--- config.mk ---
export PLATFORM = sky130hd
export DESIGN_NAME = sram_req_ctrl
export DESIGN_NICKNAME = d
export VERILOG_FILES = /design/src/rtl/sram_req_ctrl.sv
export SDC_FILE = /design/constraint.sdc
export NUM_CORES = 1
export LEC_CHECK = 0
export CORE_MARGIN = 5
export CORE_UTILIZATION = 46
export DETAILED_ROUTE_END_ITERATION = 10
export PLACE_DENSITY = 0.93
export SLEW_MARGIN = 10
export SYNTH_ARGS = -nofsm -noshare
export SYNTH_HDL_FRONTEND = slang
export SYNTH_SLANG_ARGS = --single-unit
--- constraint.sdc ---
create_clock -name clk -period 2.45 [get_ports clk]
set_input_delay 0.6125 -clock clk [delete_from_list [all_inputs] [get_ports clk]]
set_output_delay 0.6125 -clock clk [all_outputs]
set_load 0.1 [all_outputs]
--- src/rtl/sram_req_ctrl.sv ---
// sram_req_ctrl: val/rdy request controller sequencing a single-port SRAM, with a 2-entry response queue.
// Define SRAM_CTRL_RMW_EN to add the req_wmask port and read-modify-write byte-masked writes.
module sram_req_ctrl #(
  parameter int DATA_WIDTH = 64,
  parameter int ADDR_WIDTH = 6
) (
  input  logic                    clk,
  input  logic                    reset,
  input  logic                    req_val,
  output logic                    req_rdy,
  input  logic                    req_type,
  input  logic [ADDR_WIDTH-1:0]   req_addr,
  input  logic [DATA_WIDTH-1:0]   req_data,
`ifdef SRAM_CTRL_RMW_EN
  input  logic [DATA_WIDTH/8-1:0] req_wmask,
`endif
  output logic                    resp_val,
  input  logic                    resp_rdy,
  output logic                    resp_type,
  output logic [DATA_WIDTH-1:0]   resp_data,
  output logic                    sram_csb,
  output logic                    sram_web,
  output logic                    sram_oeb,
  output logic [ADDR_WIDTH-1:0]   sram_addr,
  output logic [DATA_WIDTH-1:0]   sram_wdata,
  input  logic [DATA_WIDTH-1:0]   sram_rdata
);

  localparam int MASK_WIDTH = DATA_WIDTH / 8;

  typedef enum logic [1:0] {
    IDLE     = 2'd0,
    ACCESS   = 2'd1,
    RDATA    = 2'd2
`ifdef SRAM_CTRL_RMW_EN
    ,
    MERGE_WR = 2'd3
`endif
  } state_t;

  state_t                  state;
  logic                    cap_type;
  logic [1:0]              count;
  logic                    tail_type;
  logic [DATA_WIDTH-1:0]   tail_data;
  logic                    req_fire;
  logic                    deq;
  logic                    enq;
  logic [DATA_WIDTH-1:0]   enq_data;
  logic                    fire_rmw;
  logic                    is_rmw;

`ifdef SRAM_CTRL_RMW_EN
  logic [DATA_WIDTH-1:0]   cap_data;
  logic [MASK_WIDTH-1:0]   cap_mask;
  logic                    cap_rmw;

  function automatic logic [DATA_WIDTH-1:0] merge_bytes(
    input logic [DATA_WIDTH-1:0] new_word,
    input logic [DATA_WIDTH-1:0] old_word,
    input logic [MASK_WIDTH-1:0] mask
  );
    logic [DATA_WIDTH-1:0] merged;
    merged = old_word;
    for (int b = 0; b < MASK_WIDTH; b++) begin
      if (mask[b]) merged[b*8 +: 8] = new_word[b*8 +: 8];
    end
    return merged;
  endfunction

  // Any partial mask must read the old word first; all-ones is a plain write.
  assign fire_rmw = req_type && (req_wmask != {MASK_WIDTH{1'b1}});
  assign is_rmw   = cap_rmw;
`else
  assign fire_rmw = 1'b0;
  assign is_rmw   = 1'b0;
`endif

  // Only one request is ever in flight, so count < 2 guarantees it a queue slot.
  assign req_rdy  = (state == IDLE) && (count < 2'd2) && !reset;
  assign req_fire = req_val && req_rdy;
  assign deq      = resp_val && resp_rdy;

  always_ff @(posedge clk) begin
    if (reset) begin
      state      <= IDLE;
      cap_type   <= 1'b0;
      sram_csb   <= 1'b1;
      sram_web   <= 1'b1;
      sram_oeb   <= 1'b1;
      sram_addr  <= '0;
      sram_wdata <= '0;
`ifdef SRAM_CTRL_RMW_EN
      cap_data   <= '0;
      cap_mask   <= '0;
      cap_rmw    <= 1'b0;
`endif
    end else begin
      case (state)
        IDLE: begin
          if (req_fire) begin
            cap_type  <= req_type;
            sram_addr <= req_addr;
            sram_csb  <= 1'b0;
            state     <= ACCESS;
`ifdef SRAM_CTRL_RMW_EN
            cap_data  <= req_data;
            cap_mask  <= req_wmask;
            cap_rmw   <= fire_rmw;
`endif
            if (req_type && !fire_rmw) begin
              sram_web   <= 1'b0;
              sram_oeb   <= 1'b1;
              sram_wdata <= req_data;
            end else begin
              sram_web <= 1'b1;
              sram_oeb <= 1'b0;
            end
          end
        end
        ACCESS: begin
          sram_csb <= 1'b1;
          sram_web <= 1'b1;
          if (cap_type && !is_rmw) begin
            sram_oeb <= 1'b1;
            state    <= IDLE;
          end else begin
            state <= RDATA;
          end
        end
        RDATA: begin
`ifdef SRAM_CTRL_RMW_EN
          if (is_rmw) begin
            sram_csb   <= 1'b0;
            sram_web   <= 1'b0;
            sram_oeb   <= 1'b1;
            sram_wdata <= merge_bytes(cap_data, sram_rdata, cap_mask);
            state      <= MERGE_WR;
          end else
`endif
          begin
            sram_oeb <= 1'b1;
            state    <= IDLE;
          end
        end
`ifdef SRAM_CTRL_RMW_EN
        MERGE_WR: begin
          sram_csb <= 1'b1;
          sram_web <= 1'b1;
          state    <= IDLE;
        end
`endif
        default: begin
          sram_csb <= 1'b1;
          sram_web <= 1'b1;
          sram_oeb <= 1'b1;
          state    <= IDLE;
        end
      endcase
    end
  end

  // Writes respond from ACCESS (or MERGE_WR), reads once RDATA has sampled the word.
  always_comb begin
    enq      = 1'b0;
    enq_data = '0;
    case (state)
      ACCESS: enq = cap_type && !is_rmw;
      RDATA: begin
        enq      = !cap_type;
        enq_data = sram_rdata;
      end
`ifdef SRAM_CTRL_RMW_EN
      MERGE_WR: enq = 1'b1;
`endif
      default: enq = 1'b0;
    endcase
  end

  // Response queue: head lives directly in the resp_* registers, tail is the second slot.
  always_ff @(posedge clk) begin
    if (reset) begin
      count     <= 2'd0;
      resp_val  <= 1'b0;
      resp_type <= 1'b0;
      resp_data <= '0;
      tail_type <= 1'b0;
      tail_data <= '0;
    end else begin
      case ({enq, deq})
        2'b10: begin
          if (count == 2'd0) begin
            resp_val  <= 1'b1;
            resp_type <= cap_type;
            resp_data <= enq_data;
            count     <= 2'd1;
          end else begin
            tail_type <= cap_type;
            tail_data <= enq_data;
            count     <= 2'd2;
          end
        end
        2'b01: begin
          if (count == 2'd2) begin
            resp_type <= tail_type;
            resp_data <= tail_data;
            count     <= 2'd1;
          end else begin
            resp_val <= 1'b0;
            count    <= 2'd0;
          end
        end
        2'b11: begin
          if (count == 2'd2) begin
            resp_type <= tail_type;
            resp_data <= tail_data;
            tail_type <= cap_type;
            tail_data <= enq_data;
          end else begin
            resp_type <= cap_type;
            resp_data <= enq_data;
          end
        end
        default: begin
          count <= count;
        end
      endcase
    end
  end

endmodule

# Word level (Yosys, flattened, before mapping)
# Cells that the tools add are included.
# word_totals
ff_bits,209
input_bits,139
output_inout_bits,140
word_cells,80
# op_classes
magnitude_cmp,1
n_eq_ne,13
mux,34
bitwise,1
reduce_logical,18
# ops
cell,n
64-bit two-way mux,6
64-bit case mux with 3 select lines,1
64-bit case mux with 2 select lines,1
1-bit two-way mux,14
2-bit != test (second input constant),7
1-bit case mux with 2 select lines,6
3-bit AND reduction,4
2-bit == test (second input constant),4
2-bit case mux with 2 select lines,2
2-bit two-way mux,3
2-bit AND reduction,3
2-bit by 1-bit == test with 1-bit output (second input constant),2
1-bit logical AND,4
2-bit logical NOT,2
2-bit nonzero test,2
1-bit case mux with 3 select lines,1
3-bit nonzero test,1
1-bit logical NOT,2
2-bit < comparator (second input constant),1
1-bit NOT,1

# Depth between registers and ports, before layout
# Gate-level depths: netlist of run 1.
# depth
ltp_word,6
mapped_depth,11
depth_no_buf,9

# Worst setup path before layout of run 1
# No wires, ideal clock.
# synth_timing
path_kind,input to register
from,input port reset
to,register sram_wdata[10]
arrival_ns,2.520
required_ns,2.318
path_slack_ns,-0.202
cell_stages,5
n_path_buf,1
cell_sequence,nor4_4 > nand3_1 > clkbuf_1 > nand2_1 > a21oi_1
# synth_between
elab_chain_len,4
# synth_rtl
element,line,text
start: declaration,8,"input logic reset,"
1-bit logical NOT,80,assign req_rdy = (state == IDLE) && (count < 2'd2) && !reset;
1-bit logical AND,80,
1-bit logical AND,81,assign req_fire = req_val && req_rdy;
3-bit AND reduction (no source line),-,
end signal: assignment,114,sram_wdata <= req_data;
end: declaration,25,"output logic [DATA_WIDTH-1:0] sram_wdata,"
# Parallel ways exist; a longest one is shown, timed or not.
# A chain may end at the register's enable or synchronous reset.

# Worst setup path in the final report of run 1
# layout_timing
from,register state[0]
to,output port req_rdy
# layout_between
elab_chain_len,3
# layout_rtl
element,line,text
start: declaration,41,state_t state;
start signal: assignment,86,state <= IDLE;
start signal: assignment,105,state <= ACCESS;
start signal: assignment,126,state <= IDLE;
2-bit logical NOT,80,
1-bit logical AND (2 in series),80,
end: declaration,10,"output logic req_rdy,"
# Every way passes these cells.

==> out/results.txt, run 1 <==
status = finished clean
Warnings, synthesis = 0
Core Area = 17400 um2
mux contribution to synthesized area = 0.122%
Yosys reg bits = 209
vias in the first global route = 8028
Startpoint Class = flip-flop
H-tree depth = 1
Post-Synth Simple-Gate Area = 25.8%
Placed Area = 11000 um2
drt pass-1 iters = 5
worst hold margin = 0.454 ns
largest net degree at the start of global routing = 209
Synth Area in Adders = 0.765%
met1 GRT Util = 27.2%
Most used DFF post-synth = dfxtp_1
leak pwr = 0.00461 uW
Mapped Avg Cell Area = 8.07 um2
hold_buf cts = 0
grt ovf = 0
DP HPWL = 17700 um
die span in x = 143 um
fin crit period = 2.27 ns
Design Power = 10300 uW
final hold violation count = 0
Arr. time, crit path = 1.66 ns
row count = 48
Fmax = 440 MHz
number of I/O port buffers = 278
final setup violation count = 0
Pwr Density = 874 nW/um2
cell count after synthesis = 1014
slowest CP cell = nor4_4
max-cap violation count = 0
largest family of logic cells by synthesized area = simple AND/OR/NAND/NOR gates
CP Max Fanout = 6
CP cell instances = buf_4 > nor4_4 > buf_12
CP Capture Type = primary output
worst-margin pin slew = 0.968 ns
Top delay family on crit path = simple AND/OR/NAND/NOR gates
share of cells above drive strength 1 = 18.1%
CTS tree = yes
Layout Nets = 1408
sequential share of the synthesized area = 51.1%
async set-reset flop share out of synthesis = 0%
clock transition at the registers of the reported paths = 0.06 ns
Area Overhead vs Synth = 44.4%
I/O pin cnt = 279
Vias = 8185
synthesized area = 8180 um2
Post-Synth XOR/XNOR Area = 0.107%
Critical Setup Path Class = reg2out
wire length per cell = 17.4 um
CTS max path bufs = 3
final WL = 26200 um
clk_skew = 0.00677 ns
Post-synth EDFFs = 0
initial antenna violation count = 1
Residual DRC = 0
CP Data Required Time = 1.84 ns
GR Layer Usage met2 = 41.6%
Worst path max stage delay = 0.44 ns
initial cell density of the core = 47.1%
HP Class = reg2reg
Buf+Inv Stages, Crit Path = 2
Post-CTS Setup Bufs = 0
period utilization = 92.8%
synth unique cells = 34
Worst slew margin = 35.5%
Synth Net Count = 1158
initial DRC count = 546
Vias/cell = 5.43
Die Ht = 143 um
RSZ-0062 raised after global routing = no
Top Usage Layer GRT = met2
Clk Latency, worst-skew pair = 0.49 ns
CTS root buf = clkbuf_16
first-pass GRT wire length = 40300 um
Post-DRT Antenna Nets = 0
Synth Area in Compound Gates = 16.9%
CTS Sinks = 209
Die Footprint = 20600 um2
final instance area = 11800 um2
Pins Over Slew Limit = 0
VDD IR-drop max = 0.000655 V
GP Congestion = 0.781
TritonCTS Buffers = 23
met3 Usage GRT = 8.02%
overall routing resource usage = 24.1%
==> synth_stat cells, drive strengths merged (2+ instances only) <==
master | count | area, um2
ha | 5 | 62.6
clkbuf | 49 | 184
and2 | 64 | 400
nor2 | 71 | 267
a21o | 3 | 22.5
nand2b | 3 | 18.8
nand3b | 2 | 15.0
buf | 38 | 220
a21oi | 142 | 711
a221oi | 65 | 569
nand2 | 274 | 1030
nor3 | 67 | 335
inv | 4 | 15.0
dfxtp | 209 | 4180
a211oi | 2 | 15.0
==> power breakdown <==
| group | internal, uW | total, uW | switching, uW |
|---|---|---|---|
| clock network | 2200 | 3530 | 1330 |
| logic | 799 | 3030 | 2230 |
| registers | 3620 | 3760 | 137 |
| total | 6620 | 10300 | 3700 |
==> cell type report <==
cell class,count,area [um2]
inverters,5,23.8
multi-input cells,713,3650
repair buffers,312,2880
fillers,1309,5550
flip-flops and latches,209,4190
clock inverters,6,80.1
well taps,225,282
diodes,1,2.50
clock buffers,35,711
==> placed cells by master, fill, tap and decap left out, types with 2 or more instances in the layout <==
| cell | n |
|---|---|
| a21o_2 | 3 |
| a21oi_1 | 139 |
| a21oi_4 | 3 |
| a221oi_1 | 63 |
| a221oi_2 | 2 |
| and2_1 | 64 |
| buf_12 | 15 |
| buf_4 | 159 |
| bufinv_16 | 2 |
| clkbuf_1 | 3 |
| clkbuf_16 | 23 |
| clkbuf_8 | 9 |
| clkdlybuf4s50_1 | 137 |
| clkinv_2 | 4 |
| dfxtp_1 | 207 |
| dfxtp_2 | 2 |
| ha_1 | 5 |
| inv_1 | 4 |
| nand2_1 | 273 |
| nand2b_1 | 3 |
| nand3b_1 | 2 |
| nor2_1 | 71 |
| nor3_1 | 67 |
==> cells by family (layout without fill, tap and decap cells) <==
family	Yosys count	count (layout)
and+or+nand+nor	486	486
AOI/OAI and AO/OA	220	220
DFF	209	209
buffers and inverters	92	358
adders and majority gates	5	5
xor gates and xnor gates	1	1
muxes	1	1
other	0	1
==> tightest hold or removal path, cell delays in order (launching register included) <==
cell and delay [ns]:
dfxtp_1 0.31, nand2_1 0.05, a21oi_1 0.05
==> state kept, by name, indices dropped and copies added, names as in the netlist <==
signal      flops
resp_data      64
sram_wdata     64
tail_data      64
sram_addr       6
count           2
state           2
cap_type        1
resp_type       1
resp_val        1
sram_csb        1
sram_oeb        1
sram_web        1
tail_type       1
==> final timing paths <==
| check | slack, ns | depth (start not counted) | startpoint | end |
|---|---|---|---|---|
| worst min register to register | 0.45 | 2 | sram_wdata[56]$_SDFFE_PP0P_ | sram_wdata[56]$_SDFFE_PP0P_ |
| worst min-delay path | 0.45 | 2 | sram_wdata[56]$_SDFFE_PP0P_ | sram_wdata[56]$_SDFFE_PP0P_ |
| worst max-delay path | 0.18 | 3 | state[0]$_SDFFE_PP0P_ | req_rdy |
| worst max register to register | 0.21 | 11 | state[0]$_SDFFE_PP0P_ | resp_data[55]$_SDFFE_PP0P_ |
==> what timing repair did <==
item | in CTS | in global routing
hold endpoints to repair | 0 | 0
resized for setup | 0 | 4
endpoints found under the setup margin | 0 | 14
==> layer usage <==
layer,share of wire [%],vias up
li1,-,3935
met1,37,3814
met2,49,364
met3,9.8,72
met4,4.1,0
met5,0,-
==> metrics by stage <==
step	worst slack (ns)	setup TNS, ns	std cells	util (%)
3_5_place_dp	-0.137	-5.75	1464	63.4
6_report	0.175	0	1506	68.1
2_1_floorplan	-0.146	-8.63	1014	-
3_3_place_gp	-0.0714	-2.44	1464	63.4
5_1_grt	0.0203	0	1506	68.1
4_1_cts	0.0634	0	1505	67.9
Power figures use the tool's default switching activity.
==> run 2, diff against run 1 <==
Settings changed: TNS_END_PERCENT set to 1.
==> out/results.txt, run 2 (same netlist as run 1, synthesis figures left out) <==
status = finished clean
fin crit period = 2.33 ns (+0.0509 ns)
VDD IR-drop max = 0.000632 V (-3.5%)
initial antenna violation count = 0 (-1)
Startpoint Class = input pin
sequential power share = 37.2% (+0.8 points)
worst-margin pin slew = 0.929 ns (-0.0387 ns)
wire length per cell = 16.3 um (-6.2%)
Post-DRT Antenna Nets = 0 (unchanged)
CTS tree = yes
Residual DRC = 0 (unchanged)
RSZ-0062 raised after global routing = yes
Hold Crit Start = tail_data[0]$_SDFFE_PP0P_
Vias = 8127 (-0.71%)
number of I/O port buffers = 278 (unchanged)
overall routing resource usage = 22.7% (-1.4 points)
GP Congestion = 0.763 (-2.3%)
H-tree depth = 1 (unchanged)
drt pass-1 iters = 5 (unchanged)
biggest regs = resp_data x64, sram_wdata x64, tail_data x64
CP Capture Type = flip-flop
Die Footprint = 20600 um2 (unchanged)
TritonCTS Buffers = 22 (-4.3%)
final setup violation count = 0 (unchanged)
Worst Hold Path Cells = 2 (unchanged)
CP Data Required Time = 2.85 ns (+1.01 ns)
Pwr Density = 862 nW/um2 (-1.3%)
reg2reg setup slack = 0.20 ns (about the same)
Util after Layout = 67.5% (-0.58 points)
max-cap violation count = 0 (unchanged)
Arr. time, crit path = 2.72 ns (+1.06 ns)
largest net degree at the start of global routing = 209 (unchanged)
final hold violation count = 0 (unchanged)
I/O pin cnt = 279 (unchanged)
hold endpoint = tail_data[0]$_SDFFE_PP0P_
final WL = 24500 um (-6.3%)
CTS max path bufs = 3 (unchanged)
CTS Sinks = 209 (unchanged)
combinational fraction of design power = 29.7% (+0.3 points)
origin of the critical flop-to-flop path = state[1]$_SDFFE_PP0P_
most common cell after layout, fill and taps aside = nand2_1
Sw Pwr = 3650 uW (-1.4%)
worst-case reg-to-reg path depth = 10 (-1)
Pins Over Slew Limit = 0 (unchanged)
Vias/cell = 5.40 (-0.58%)
vias in the first global route = 8213 (+2.3%)
worst hold margin = 0.454 ns (-0.000139 ns)
Internal = 6450 uW (-2.5%)
period utilization = 94.9% (+2.1 points)
Area Overhead vs Synth = 43.1%
Core Area = 17400 um2 (unchanged)
most frequent cells in the layout = 273 x nand2_1, 207 x dfxtp_1, 162 x buf_4
share of cells above drive strength 1 = 17.4% (-0.69 points)
grt ovf = 0 (unchanged)
clock power share = 33.1% (-1.1 points)
Switching Fraction = 36.1% (+0.27 points)
clk_skew = 0.0113 ns (+0.00449 ns)
leak pwr = 0.00456 uW (-0.99%)
Worst slew margin = 38.1% (+2.6 points)
CP Max Fanout = 52 (+46)
Die Ht = 143 um (unchanged)
FILL cells = 1298 (-0.84%)
Critical Setup Path Class = in2reg
ant diodes = 0 (-1)
first-pass GRT wire length = 39100 um (-3.0%)
DP HPWL = 16600 um (-6.2%)
Fmax = 430 MHz (-2.2%)
clock transition at the registers of the reported paths = 0.06 ns (about the same)
initial DRC count = 580 (+6.2%)
Clk Latency, worst-skew pair = 0.49 ns (about the same)
CTS root buf = clkbuf_16
initial cell density of the core = 47.1% (unchanged)
row count = 48 (unchanged)
R2R Path End = resp_data[18]$_SDFFE_PP0P_
Layout Nets = 1408 (unchanged)
die span in x = 143 um (unchanged)
HP Class = reg2reg
-- run 2: cell types whose count changed in the layout (fill, tap and decap cells not counted), moves of 2 or more --
cell	delta
a221oi_2	-2
a221oi_1	+2
buf_4	+3
clkinv_2	-2
buf_12	-2
clkbuf_1	+4
clkbuf_8	-6
-- run 2: through the flow --
step	setup slack, ns	setup TNS, ns	instance area, um2	power (uW)	instances
after floorplan	-0.148	-14.98	8190	5980	1014
after global placement	-0.201	-20.13	11000	6780	1465
after detailed placement	-0.310	-29.25	11000	6830	1465
after CTS	0.0705	0	11700	10200	1504
after global routing	-0.0167	-0.0242	11700	10500	1504
final	0.124	0	11700	10100	1504
-- run 2: final cells by class --
class                      instances  area [um2]  area share [%]
timing repair buffer             313        2860            24.4
inverter                           5        18.8           0.160
sequential                       209        4190            35.8
clock inverter                     6        86.3           0.737
tap                              225         282            2.40
multi-input combinational        713        3630            31.0
clock buffer                      33         643            5.49
-- run 2: power groups by stage --
| stage | clock, uW | sequential (uW) | combinational, uW |
|---|---|---|---|
| after floorplan | 0 | 5330 | 648 |
| after global placement | 0 | 3820 | 2960 |
| after detailed placement | 0 | 3830 | 3000 |
| after CTS | 3380 | 3760 | 3010 |
| after global routing | 3550 | 3780 | 3140 |
| final | 3340 | 3760 | 3000 |
-- run 2: layer usage --
layer | vias up | share of wire (%) | routed length [um] | global-route usage, %
met3 | 58 | 10 | 2540 | 7.15
met4 | 0 | 2.9 | 702 | 7.63
met1 | 3793 | 37 | 9000 | 26.2
met2 | 351 | 50 | 12300 | 39.9
met5 | - | 0 | 0 | 0
li1 | 3925 | - | - | -
-- run 2: what timing repair did --
action / CTS / global route
hold buffers: 0 / 0
setup endpoints to repair: 0 / 67
gates resized for setup: 0 / 3
buffers inserted: 0 / 0
-- run 2: how the worst max path moves through the flow --
| stage | startpoint | to | cells past startpoint |
|---|---|---|---|
| floorplan | reset | sram_wdata[10]$_SDFFE_PP0P_ | 5 |
| global placement | resp_rdy | resp_data[9]$_SDFFE_PP0P_ | 10 |
| detailed placement | resp_rdy | resp_data[30]$_SDFFE_PP0P_ | 10 |
| CTS | cap_type$_SDFFE_PP0P_ | tail_data[58]$_SDFFE_PP0P_ | 11 |
| global route | resp_rdy | resp_data[7]$_SDFFE_PP0P_ | 10 |
| finish | resp_rdy | resp_data[18]$_SDFFE_PP0P_ | 10 |
-- run 2: critical path, stage by stage --
cell and delay, ns:
clkdlybuf4s50_1 0.50, nand2_1 0.13, inv_1 0.10, buf_4 0.11, ha_1 0.23, nand3b_1 0.15
a21oi_4 0.25, buf_12 0.28, a221oi_1 0.14, nor3_1 0.20
